### config.mk
export PLATFORM = sky130hd
export DESIGN_NAME = aes_frame_packer
export DESIGN_NICKNAME = d
export VERILOG_FILES = /design/src/rtl/aes_pkg.sv /design/src/rtl/aes_frame_packer_byte_shift128.sv /design/src/rtl/aes_frame_packer.sv
export SDC_FILE = /design/constraint.sdc
export NUM_CORES = 1
export LEC_CHECK = 0
export CAP_MARGIN = 40
export CORE_ASPECT_RATIO = 1.2
export CORE_MARGIN = 4
export CORE_UTILIZATION = 40
export CTS_CLUSTER_SIZE = 28
export DETAILED_ROUTE_END_ITERATION = 8
export SLEW_MARGIN = 20
export SYNTH_ARGS = -nofsm -noshare
export SYNTH_HDL_FRONTEND = slang
export SYNTH_SLANG_ARGS = --single-unit
export TNS_END_PERCENT = 5
### constraint.sdc
create_clock -name clk_out -period 2.7 [get_ports clk_out]
set_clock_uncertainty 0.05 [all_clocks]
set_input_delay 0.27 -clock clk_out [delete_from_list [all_inputs] [get_ports clk_out]]
set_output_delay 0.27 -clock clk_out [all_outputs]
set_load 0.02 [all_outputs]
### src/rtl/aes_pkg.sv
// Shared definitions for the AES byte-to-beat frame packer.
package aes_pkg;

  // Frame packer FSM: two byte-collection phases, then two output beats.
  typedef enum logic [1:0] {
    COLLECT_TEXT = 2'd0,
    COLLECT_KEY  = 2'd1,
    SEND_TEXT    = 2'd2,
    SEND_KEY     = 2'd3
  } packer_state_t;

  localparam int AES_BLOCK_BYTES = 16;
  localparam int AES_FRAME_BEATS = 2;
  localparam int AES_ID_W        = 32;

  // True when the byte counter points at the last byte of a 16-byte half.
  function automatic logic is_last_byte(input logic [3:0] cnt);
    return (cnt == 4'(AES_BLOCK_BYTES - 1));
  endfunction

endpackage

### src/rtl/aes_frame_packer_byte_shift128.sv
// 16-byte left shift register: the first byte loaded ends up in the MSB lane.
module byte_shift128
  import aes_pkg::*;
(
  input  logic                           clk,
  input  logic                           rst_n,
  input  logic                           i_clr,
  input  logic                           i_en,
  input  logic [7:0]                     i_byte,
  output logic [AES_BLOCK_BYTES*8-1:0]   o_q
);

  logic [AES_BLOCK_BYTES*8-1:0] r_q;

  // Shift a new byte into the LSB lane; clear has priority over load.
  always_ff @(posedge clk or negedge rst_n) begin
    if (!rst_n) begin
      r_q <= 128'd0;
    end else if (i_clr) begin
      r_q <= 128'd0;
    end else if (i_en) begin
      r_q <= {r_q[AES_BLOCK_BYTES*8-9:0], i_byte};
    end
  end

  assign o_q = r_q;

endmodule

### src/rtl/aes_frame_packer.sv
// Collects 32-byte frames (16 text + 16 key) and emits them as a text beat
// followed by a key beat (tlast) towards the aes core, tagged with a frame id.
module aes_frame_packer
  import aes_pkg::*;
#(
  parameter logic [AES_ID_W-1:0] ID_START       = 32'd1,
  parameter int unsigned         TIMEOUT_CYCLES = 32'd1024
)(
  input  logic                  clk_out,
  input  logic                  srst_n,
  input  logic                  s_valid,
  input  logic [7:0]            s_data,
  output logic                  s_ready,
  output logic                  tvalid,
  output logic                  tlast,
  input  logic                  tready,
  output logic [AES_ID_W-1:0]   tid,
  output logic [127:0]          tdata,
  output logic                  frame_err,
  output logic                  busy
);

  // A zero timeout still needs a legal one-bit counter; it is simply never armed.
  localparam int          IDLE_W      = (TIMEOUT_CYCLES > 32'd0) ? $clog2(TIMEOUT_CYCLES + 32'd1) : 1;
  localparam int unsigned IDLE_LAST_I = (TIMEOUT_CYCLES > 32'd0) ? TIMEOUT_CYCLES - 32'd1 : 32'd0;
  localparam logic [IDLE_W-1:0] IDLE_LAST = IDLE_W'(IDLE_LAST_I);
  localparam logic [IDLE_W-1:0] IDLE_ONE  = IDLE_W'(1);
  localparam logic [IDLE_W-1:0] IDLE_ZERO = IDLE_W'(0);

  packer_state_t         r_state;
  packer_state_t         w_state_next;
  logic [3:0]            r_byte_cnt;
  logic [3:0]            w_byte_cnt_next;
  logic [IDLE_W-1:0]     r_idle_cnt;
  logic [IDLE_W-1:0]     w_idle_next;
  logic [AES_ID_W-1:0]   r_tid;
  logic [AES_ID_W-1:0]   w_tid_next;
  logic                  r_frame_err;
  logic                  w_frame_err_next;

  logic                  w_collect;
  logic                  w_accept;
  logic                  w_timeout_armed;
  logic                  w_timeout_hit;
  logic                  w_text_en;
  logic                  w_key_en;
  logic                  w_clr;
  logic [127:0]          w_text_q;
  logic [127:0]          w_key_q;

  assign w_collect       = (r_state == COLLECT_TEXT) || (r_state == COLLECT_KEY);
  assign w_accept        = s_valid && w_collect;
  // The timeout only guards a frame that has actually started.
  assign w_timeout_armed = ((r_state == COLLECT_TEXT) && (r_byte_cnt != 4'd0)) ||
                           (r_state == COLLECT_KEY);
  // Fires on the edge that would complete TIMEOUT_CYCLES idle cycles.
  assign w_timeout_hit   = (TIMEOUT_CYCLES != 32'd0) && w_timeout_armed &&
                           (r_idle_cnt == IDLE_LAST);

  byte_shift128 u_text_sr (
    .clk    (clk_out),
    .rst_n  (srst_n),
    .i_clr  (w_clr),
    .i_en   (w_text_en),
    .i_byte (s_data),
    .o_q    (w_text_q)
  );

  byte_shift128 u_key_sr (
    .clk    (clk_out),
    .rst_n  (srst_n),
    .i_clr  (w_clr),
    .i_en   (w_key_en),
    .i_byte (s_data),
    .o_q    (w_key_q)
  );

  // Next-state, counters, id and load/clear strobes.
  always_comb begin
    w_state_next     = r_state;
    w_byte_cnt_next  = r_byte_cnt;
    w_idle_next      = IDLE_ZERO;
    w_tid_next       = r_tid;
    w_frame_err_next = 1'b0;
    w_text_en        = 1'b0;
    w_key_en         = 1'b0;
    w_clr            = 1'b0;
    case (r_state)
      COLLECT_TEXT, COLLECT_KEY: begin
        if (w_accept) begin
          // An accepted byte always wins over a simultaneous timeout.
          w_byte_cnt_next = r_byte_cnt + 4'd1;
          w_idle_next     = IDLE_ZERO;
          if (r_state == COLLECT_TEXT) begin
            w_text_en = 1'b1;
          end else begin
            w_key_en  = 1'b1;
          end
          if (is_last_byte(r_byte_cnt)) begin
            w_state_next = (r_state == COLLECT_TEXT) ? COLLECT_KEY : SEND_TEXT;
          end else begin
            w_state_next = r_state;
          end
        end else if (w_timeout_hit) begin
          w_state_next     = COLLECT_TEXT;
          w_byte_cnt_next  = 4'd0;
          w_idle_next      = IDLE_ZERO;
          w_frame_err_next = 1'b1;
          w_clr            = 1'b1;
        end else if (w_timeout_armed) begin
          w_idle_next = r_idle_cnt + IDLE_ONE;
        end else begin
          w_idle_next = IDLE_ZERO;
        end
      end
      SEND_TEXT: begin
        if (tready) begin
          w_state_next = SEND_KEY;
        end else begin
          w_state_next = SEND_TEXT;
        end
      end
      SEND_KEY: begin
        if (tready) begin
          w_state_next = COLLECT_TEXT;
          w_tid_next   = r_tid + 32'd1;
          w_clr        = 1'b1;
        end else begin
          w_state_next = SEND_KEY;
        end
      end
      default: begin
        w_state_next    = COLLECT_TEXT;
        w_byte_cnt_next = 4'd0;
      end
    endcase
  end

  // State, counters, frame id and error pulse registers.
  always_ff @(posedge clk_out or negedge srst_n) begin
    if (!srst_n) begin
      r_state     <= COLLECT_TEXT;
      r_byte_cnt  <= 4'd0;
      r_idle_cnt  <= IDLE_ZERO;
      r_tid       <= ID_START;
      r_frame_err <= 1'b0;
    end else begin
      r_state     <= w_state_next;
      r_byte_cnt  <= w_byte_cnt_next;
      r_idle_cnt  <= w_idle_next;
      r_tid       <= w_tid_next;
      r_frame_err <= w_frame_err_next;
    end
  end

  // Output decode from the state register; payload muxed by beat.
  always_comb begin
    s_ready = 1'b0;
    tvalid  = 1'b0;
    tlast   = 1'b0;
    tdata   = 128'd0;
    case (r_state)
      COLLECT_TEXT: s_ready = 1'b1;
      COLLECT_KEY:  s_ready = 1'b1;
      SEND_TEXT: begin
        tvalid = 1'b1;
        tdata  = w_text_q;
      end
      SEND_KEY: begin
        tvalid = 1'b1;
        tlast  = 1'b1;
        tdata  = w_key_q;
      end
      default: begin
        s_ready = 1'b0;
        tvalid  = 1'b0;
      end
    endcase
  end

  assign tid       = r_tid;
  assign frame_err = r_frame_err;
  assign busy      = (r_state != COLLECT_TEXT) || (r_byte_cnt != 4'd0);

endmodule
### Word-level counts from Yosys, hierarchy flattened

Index checks and enable logic that the tools add are counted.

| word-level totals | value |
|---|---|
| input port bits | 12 |
| word-level logic and storage cells | 66 |
| output and inout port bits | 165 |
| register bits after elaboration | 306 |

| cells by class | value |
|---|---|
| add/subtract/negate cells | 3 |
| mux-type cells | 32 |
| equal/unequal tests | 7 |
| reduce and logical (&&, ||, !) cells | 17 |

Operators by type and width:

| cell | number |
|---|---|
| 128-bit two-way mux | 4 |
| 128-bit case mux with 2 select lines | 1 |
| 11-bit two-way mux | 4 |
| 32-bit by 1-bit adder with 32-bit output (second input constant) | 1 |
| 1-bit two-way mux | 14 |
| 11-bit by 1-bit adder with 11-bit output (second input constant) | 1 |
| 11-bit by 10-bit equality test with 1-bit output (second input constant) | 1 |
| 2-bit two-way mux | 5 |
| 4-bit two-way mux | 2 |
| 2-bit nonzero test | 4 |
| 2-bit case mux with 3 select lines | 1 |
| 2-bit AND reduction | 3 |
| 4-bit by 1-bit adder with 4-bit output (second input constant) | 1 |
| 2-bit equality test (second input constant) | 2 |
| 4-bit equality test (second input constant) | 1 |
| 4-bit nonzero test | 1 |
| 2-bit OR reduction | 2 |
| 1-bit logical AND | 3 |
| 1-bit logical OR | 3 |
| 3-bit by 1-bit inequality test with 1-bit output (second input constant) | 1 |
| 3-bit by 2-bit inequality test with 1-bit output (second input constant) | 1 |
| 2-bit by 1-bit equality test with 1-bit output (second input constant) | 1 |
| 2-bit logical NOT | 1 |
| 1-bit case mux with 2 select lines | 1 |

### Logic depth before layout (Yosys ltp)

Gate-level depths: netlist of the first run.

| logic depth | value |
|---|---|
| depth after elaboration | 8 |
| mapped depth | 8 |
| gate-level depth less buffers | 6 |

### Hierarchy

Synthesis of the first run repeated with hierarchy kept, for this count alone.

| unflattened totals | value |
|---|---|
| cells, all modules | 1,346 |
| area, all modules | 14,905.5 sq um |

By module, submodules not included:

| module | area an instance (sq um) | times used | seq. area each (sq um) | cells an instance |
|---|---|---|---|---|
| byte_shift128 | 5,292.6 | 2 | 3,203.1 | 412 |
| aes_frame_packer | 4,320.4 | 1 | 1,252.5 | 522 |

### Worst setup path after synthesis of the first run

Ideal clock, no wire load.

| path | value |
|---|---|
| path type | register to register |
| start | register r_byte_cnt[0] |
| end | register u_text_sr.r_q[24] (netlist: u_text_sr.o_q[24]) |
| required time | 2,526 ps |
| slack | 821 ps |
| period minus slack after synthesis | 1,879 ps |
| stages on the path, launching flop included | 9 |
| path buffers | 2 |
| arrival time | 1,705 ps |
| library setup time | 124 ps |
| cells stage by stage | dfrtp_1 > inv_1 > ha_1 > nor4b_2 > or3_4 > o21ai_2 > buf_2 > buf_2 > a21oi_1 |

| between the ends | value |
|---|---|
| cells in the longest elaborated chain, start to end | 8 |
| elaborated cells on any way between the ends | 9 |
| classes of those cells | 4 x mux; 5 x reduce/logical |

Ends and longest elaborated chain:

| what | RTL line | RTL |
|---|---|---|
| start: declaration | aes_frame_packer.sv:32 | `logic [3:0] r_byte_cnt;` |
| start signal: assignment | aes_frame_packer.sv:149 | `r_byte_cnt <= w_byte_cnt_next;` |
| 4-bit nonzero test (*) | aes_frame_packer.sv:54 | `assign w_timeout_armed = ((r_state == COLLECT_TEXT) && (r_byte_cnt != 4'd0)) \|\|` |
| 1-bit logical AND (*) | aes_frame_packer.sv:54 |  |
| 1-bit logical OR (*) | aes_frame_packer.sv:54 |  |
| 1-bit logical AND (*) | aes_frame_packer.sv:57 | `assign w_timeout_hit = (TIMEOUT_CYCLES != 32'd0) && w_timeout_armed &&` |
| 1-bit two-way mux (*) | aes_frame_packer.sv:104 | `end else if (w_timeout_hit) begin` |
| 1-bit two-way mux (*) | aes_frame_packer.sv:90 | `if (w_accept) begin` |
| 1-bit case mux with 2 select lines (*) | aes_frame_packer.sv:88 | `case (r_state)` |
| 128-bit two-way mux / 2-bit nonzero test (equally long branches) | -- |  |
| end signal: assignment | aes_frame_packer_byte_shift128.sv:22 | `r_q <= {r_q[AES_BLOCK_BYTES*8-9:0], i_byte};` |
| end: declaration | aes_frame_packer_byte_shift128.sv:13 | `logic [AES_BLOCK_BYTES*8-1:0] r_q;` |

Mark *: on every way between the ends. The rest lies on a longest branch, timed or not.
A chain may end at the register's enable or synchronous reset.

### Worst setup path in the final report of the first run

| path | value |
|---|---|
| start | register r_state[0] |
| end | output tdata[96] |

| between the ends | value |
|---|---|
| cells in the longest elaborated chain, start to end | 2 |
| elaborated cells on any way between the ends | 3 |
| classes of those cells | 2 x eq/ne; 1 x mux |

Ends and longest elaborated chain:

| what | RTL line | RTL |
|---|---|---|
| start: declaration | aes_frame_packer.sv:30 | `packer_state_t r_state;` |
| start signal: assignment | aes_frame_packer.sv:148 | `r_state <= w_state_next;` |
| 2-bit equality test | aes_frame_packer.sv:162 | `case (r_state)` |
| 128-bit case mux with 2 select lines (*) | aes_frame_packer.sv:162 |  |
| end: declaration | aes_frame_packer.sv:18 | `output logic [127:0] tdata,` |

Marked as above.

==> metrics.txt, run 1 <==
pwr dens 855 nW/µm²; Logic pwr share 26.2%; post-DR wirelength/cell 17.2 µm; # clock sinks 306; CTS HTree Levels 2; crit-path cells buf_12, buf_16, mux2i_1, nor2_1, clkdlybuf4s50_1; Synth Area in XOR/XNOR 2.46%; Post-Synth Simple-Gate Area 20.9%; die width 180 µm; r2r setup slk 0.38 ns; number of global-route vias before repair 11,510; Int Pwr 0.0101 W; max incr delay on CP 0.53 ns; YS warnings 0; Final Cycle Share 98.3%; worst hold path type primary input to asynchronous set/reset pin; DRT antenna net count 0; FP Rows 75; fin nets 1,762; Final Max Slew Viols 0; worst-skew pair later-pin latency 0.50 ns; Net Sw Frac 34.0%; CTS tree built; switching power 0.00520 W; Worst Setup Path Type flip-flop to primary output; DRT Wirelength 38,400 µm; Non-Filler Instances 2,233; Leak 8.19 nW; Routability Congestion 0.769; largest family of logic cells by synthesized area simple AND/OR/NAND/NOR gates; Buffers & Inverters on Critical Path 3; # diodes 0; DRT Pass-1 Iters 6; Post-Synthesis Cells 1,611; final core occ 51.1%; Max Fclk 377 MHz; Top delay family on crit path buffers and inverters; Mapped Area 14,200 µm²; Crit. End Element primary output; Mean Syn Cell Area 8.83 µm²; # DRC 0; Worst path slowest cell clkdlybuf4s50_1; CORE AREA 35,000 µm²; required time of the critical path 2.38 ns; die area 38,600 µm²; port bufs 176; initial DRC count 765; sequential share of power 44.0%; # setup viols final 0; post-synthesis mux area share 9.09%; Top-Level Pins 177; adder-cell area share of the yosys netlist 0.352%; layout cells sized above 1 6.55%; crit start category flip-flop; Detailed Place HPWL 24,500 µm; via/cell ratio 5.18; Max Cap Violations 0; CTS Buffer Depth 3; number of synthesized register bits 306; Synth Area in Compound Gates 9.46%; RSZ-0062 raised after global routing yes; CP max FO 25; worst vdd ir 0.408 mV; initial antenna violation count 0; Total Routing Usage GR 19.3%; Post-Syn Nets 1,627; detailed-route via count 11,560; most common cell after layout, fill and taps aside nand2_1; Placed Cells 2,167; Tmin final 2.65 ns; cts bufs inserted 35; Worst-path clk slew 0.06 ns; Fin. Hold Viols 0; root buf cell clkbuf_16; post-synthesis sequential area ratio 53.9%; library cells used by synthesis 37; largest net degree at the start of global routing 115; Die Ht 215 µm; Critical Path AT 2.33 ns; commonest non-fill, non-tap cells in the layout nand2_1, dfrtp_1, a21oi_1; Slew HR 46.8%; slew of the pin with the lowest slew margin 0.791 ns; clock share of power 29.8%; first-pass GRT wire length 62,200 µm; Syn-to-layout area delta 25.7%; Initial Util 40.6%; grt total ovfl 0; status completed
## through the flow
step | setup WS [ns] | hold slack, ns | total power (W) | setup TNS, ns | area [µm²]
detailed placement | 0.229 | 0.229 | 0.0108 | 0 | 16600
floorplan | 0.821 | -0.0756 | 0.00922 | 0 | 14200
finish | 0.0455 | 0.290 | 0.0153 | 0 | 17900
global placement | 0.213 | 0.233 | 0.0107 | 0 | 16600
CTS | -0.0603 | 0.288 | 0.0154 | -0.289 | 17700
global route | -0.0434 | 0.314 | 0.0162 | -0.0587 | 17900
## path summary, 6_finish.rpt
kind / startpoint / endpoint / cells after the start
worst max-delay path: r_state[0]$_DFFE_PN0P_ / tdata[96] / 5
worst max register to register: r_idle_cnt[0]$_DFF_PN0_ / u_text_sr.o_q[83]$_DFFE_PN0P_ / 7
max in group asynchronous: srst_n / u_text_sr.o_q[117]$_DFFE_PN0P_ / 4
worst min-delay path: srst_n / tid[25]$_DFFE_PN0P_ / 2
min in group clk_out: s_data[5] / u_text_sr.o_q[5]$_DFFE_PN0P_ / 3
worst min register to register: r_idle_cnt[10]$_DFF_PN0_ / frame_err$_DFF_PN0_ / 1
## layout make-up
type                       count  area [µm²]
fill                        3337       17100
sequential                   306        7660
multi-input combinational   1181        6090
timing repair buffer         217        2430
clock buffer                  53        1030
tap                          462         578
clock inverter                 9        76.3
inverter                       5        21.3
## power groups by stage
| stage | Sequential (W) | Clock, W | Combinational, W |
|---|---|---|---|
| after floorplan | 0.00643 | 0 | 0.00279 |
| after global placement | 0.00678 | 0 | 0.00390 |
| after detailed placement | 0.00681 | 0 | 0.00395 |
| after CTS | 0.00671 | 0.00469 | 0.00401 |
| after global routing | 0.00688 | 0.00488 | 0.00445 |
| final | 0.00673 | 0.00456 | 0.00401 |
## what timing repair did
| item | CTS | global route |
|---|---|---|
| pin swaps | 0 | 0 |
| endpoints found under the setup margin | 126 | 62 |
| resized for setup | 15 | 51 |
| hold endpoints to repair | 60 | 0 |
| hold buffers | 1 | 0 |
| setup buffers | 3 | 0 |
## cell families after synthesis
| kind of cell | count (synthesis) |
|---|---|
| compound gates | 265 |
| fa+ha+maj | 4 |
| flops | 306 |
| mux | 129 |
| xor+xnor | 40 |
| buf+inv | 124 |
| simple gates | 743 |
## state kept, by name, summed over array words and instances (netlist names)
register       count
tid               32
r_byte_cnt         4
u_key_sr.o_q     128
r_state            2
frame_err          1
u_text_sr.o_q    128
r_idle_cnt        11
## routing by layer
layer | GRT usage (%) | wire (µm)
met2 | 32.9 | 19300
met5 | 0 | 0
met3 | 2.44 | 1510
met1 | 25.9 | 16700
met4 | 5.67 | 923
## worst register-to-register path: stages (launching register included)
cell and delay, ns:
dfrtp_1 0.39, ha_1 0.21, and3_1 0.27, nand4_1 0.29, o21ai_4 0.29, buf_12 0.26
buf_4 0.35, a21oi_1 0.08
## synthesized netlist by cell type, drive strengths merged
master	number	area, µm²
nor2b	2	12.5
dfstp	1	26.3
inv	4	15.0
o31ai	1	7.51
nor3	5	25.0
and3	6	37.5
nand2	535	2010
nand2b	2	12.5
o32ai	1	8.76
clkinv	1	3.75
or3	1	11.3
xnor2	29	254
nand4	14	87.6
xor2	11	96.3
and2	4	25.0
a21oi	256	1280
o221ai	1	8.76
dfrtp	305	7630
and4	5	43.8
clkbuf	50	188
mux2i	128	1280
nor4b	1	15.0
nand3	21	118
nor2	141	529
mux2	1	11.3
nor4	4	37.5
buf	69	342
o211a	1	10.0
o21ai	5	28.8
ha	4	50.1
nand3b	1	7.51
or2	1	6.26
Note: power is estimated with default switching activity, not from simulation.
==> run 2: changes to the inputs <==
--- a/config.mk
+++ b/config.mk
@@ -8,9 +8,10 @@
 export CAP_MARGIN = 40
 export CORE_ASPECT_RATIO = 1.2
 export CORE_MARGIN = 4
-export CORE_UTILIZATION = 40
+export CORE_UTILIZATION = 45
 export CTS_CLUSTER_SIZE = 28
 export DETAILED_ROUTE_END_ITERATION = 8
+export PLACE_DENSITY = 0.67
 export SLEW_MARGIN = 20
 export SYNTH_ARGS = -nofsm -noshare
 export SYNTH_HDL_FRONTEND = slang
==> run 2 against run 1 <==
Worst setup slack better by 0.016 ns. Largest cell class unchanged. Register-to-register slack improved by 0.07 ns. Critical path type unchanged. Die area down 11%.
==> metrics.txt, run 2 (same netlist as run 1, synthesis figures left out) <==
most common cell after layout, fill and taps aside nand2_1; root buf cell clkbuf_16; worst hold path type primary input to asynchronous set/reset pin; Die Ht 203 µm (-5.5%); grt total ovfl 0 (unchanged); post-place instance area 16,700 µm² (+0.34%); via/cell ratio 5.33 (+2.9%); Leak 7.76 nW (-5.2%); die width 170 µm (-5.5%); Hold Slack 0.283 ns (-0.00710 ns); Initial Util 45.5% (+4.8 points); R2R Path Start r_idle_cnt[0]$_DFF_PN0_; detailed-route via count 11,615 (+0.48%); initial antenna violation count 0 (unchanged); die area 34,500 µm² (-11%); worst vdd ir 0.592 mV (+45%); CP max FO 17 (-32%); largest net degree at the start of global routing 84 (-27%); status completed; Worst R2R End u_key_sr.o_q[124]$_DFFE_PN0P_; Final Max Slew Viols 0 (unchanged); DRT Wirelength 37,400 µm (-2.6%); worst-skew pair later-pin latency 0.50 ns (about the same); Final Cycle Share 97.7% (-0.59 points); RSZ-0062 raised after global routing yes; CTS HTree Levels 2 (unchanged); CORE AREA 31,300 µm² (-11%); commonest non-fill, non-tap cells in the layout nand2_1, dfrtp_1, a21oi_1; r2r setup slk 0.45 ns (+0.07 ns); port bufs 176 (unchanged); Critical Path AT 2.32 ns (about the same); CTS tree built; Tmin final 2.64 ns (-0.0159 ns); Total Routing Usage GR 21.6% (+2.4 points); Pwr Total 0.0152 W (-0.43%); Placed Cells 2,117 (-2.3%); initial DRC count 897 (+17%); Routability Congestion 0.823 (+7.1%); DRT antenna net count 0 (unchanged); number of global-route vias before repair 11,750 (+2.1%); pwr dens 854 nW/µm² (-0.21%); cts bufs inserted 34 (-2.9%); # clock sinks 306 (unchanged); CTS Buffer Depth 3 (unchanged); first-pass GRT wire length 62,000 µm (-0.32%); Worst-path clk slew 0.06 ns (about the same); layout cells sized above 1 6.74% (+0.19 points); Detailed Place HPWL 24,400 µm (-0.22%); slew of the pin with the lowest slew margin 0.774 ns (-0.0174 ns); # setup viols final 0 (unchanged); Worst Setup Path Type flip-flop to primary output; crit start category flip-flop; FP Rows 71 (-5.3%); Top-Level Pins 177 (unchanged); # diodes 0 (unchanged); DRT Pass-1 Iters 4 (-2); Max Fclk 379 MHz (+0.60%); R2R cell count 7 (unchanged); Max Cap Violations 0 (unchanged); # DRC 0 (unchanged); Fin. Hold Viols 0 (unchanged); post-DR wirelength/cell 17.2 µm (-0.23%); Slew HR 48.0% (+1.2 points); setup_tns 0 ns (unchanged); post-route cell area 17,800 µm² (-0.22%); fin nets 1,773 (+0.62%); Non-Filler Instances 2,181 (-2.3%); Syn-to-layout area delta 25.5%; required time of the critical path 2.38 ns (about the same); Crit. End Element primary output
[run 2: what timing repair did]
item | CTS | global route
hold buffers | 1 | 0
setup endpoints to repair | 115 | 55
resized for setup | 18 | 22
setup buffers | 0 | 4
hold endpoints to repair | 64 | 0
[run 2: final cells by class]
cell class / instances / area (µm²)
clock buffers: 56 / 1070
repair buffers: 229 / 2500
multi-input cells: 1181 / 6070
well taps: 401 / 502
flip-flops and latches: 306 / 7660
fillers: 2851 / 13400
inverters: 5 / 23.8
clock inverters: 3 / 15.0
[run 2: per-layer routing]
layer  GRT usage, %  part of all wire (%)
met2           36.7                    51
met4           6.65                   2.7
met3           2.61                   4.1
met5              0                     0
met1           29.1                    42
[run 2: worst max path at each step]
stage               slack [ns]                            end                 startpoint  cells past startpoint
detailed placement        0.40                      tdata[27]     r_state[1]$_DFFE_PN0P_                      4
finish                    0.06                       tdata[7]     r_state[0]$_DFFE_PN0P_                      5
global route             -0.01                      tdata[50]     r_state[0]$_DFFE_PN0P_                      5
CTS                      -0.06                      tdata[31]     r_state[0]$_DFFE_PN0P_                      5
global placement          0.42                     tdata[125]     r_state[0]$_DFFE_PN0P_                      4
floorplan                 0.82  u_text_sr.o_q[24]$_DFFE_PN0P_  r_byte_cnt[0]$_DFFE_PN0P_                      8
[run 2: worst max-delay path, cell delays in order, from the launching register on]
cell	delay (ns)
dfrtp_4	0.56
buf_12	0.20
buf_12	0.17
mux2i_1	0.12
nor2_1	0.13
clkdlybuf4s50_1	0.63
[run 2: stage by stage]
step           setup WS [ns]  utilization (%)
6_report              0.0614             57.1
2_1_floorplan          0.821                -
3_5_place_dp           0.404             53.3
3_3_place_gp           0.419             53.3
4_1_cts              -0.0604             56.8
5_1_grt              -0.0125             57.1
[run 2: where the power goes]
part | internal, W | switching (W) | leakage, nW
Clock | 0.00269 | 0.00179 | 0.532
Sequential | 0.00572 | 0.000993 | 4.13
Combinational | 0.00169 | 0.00234 | 3.10
Total | 0.0101 | 0.00512 | 7.76
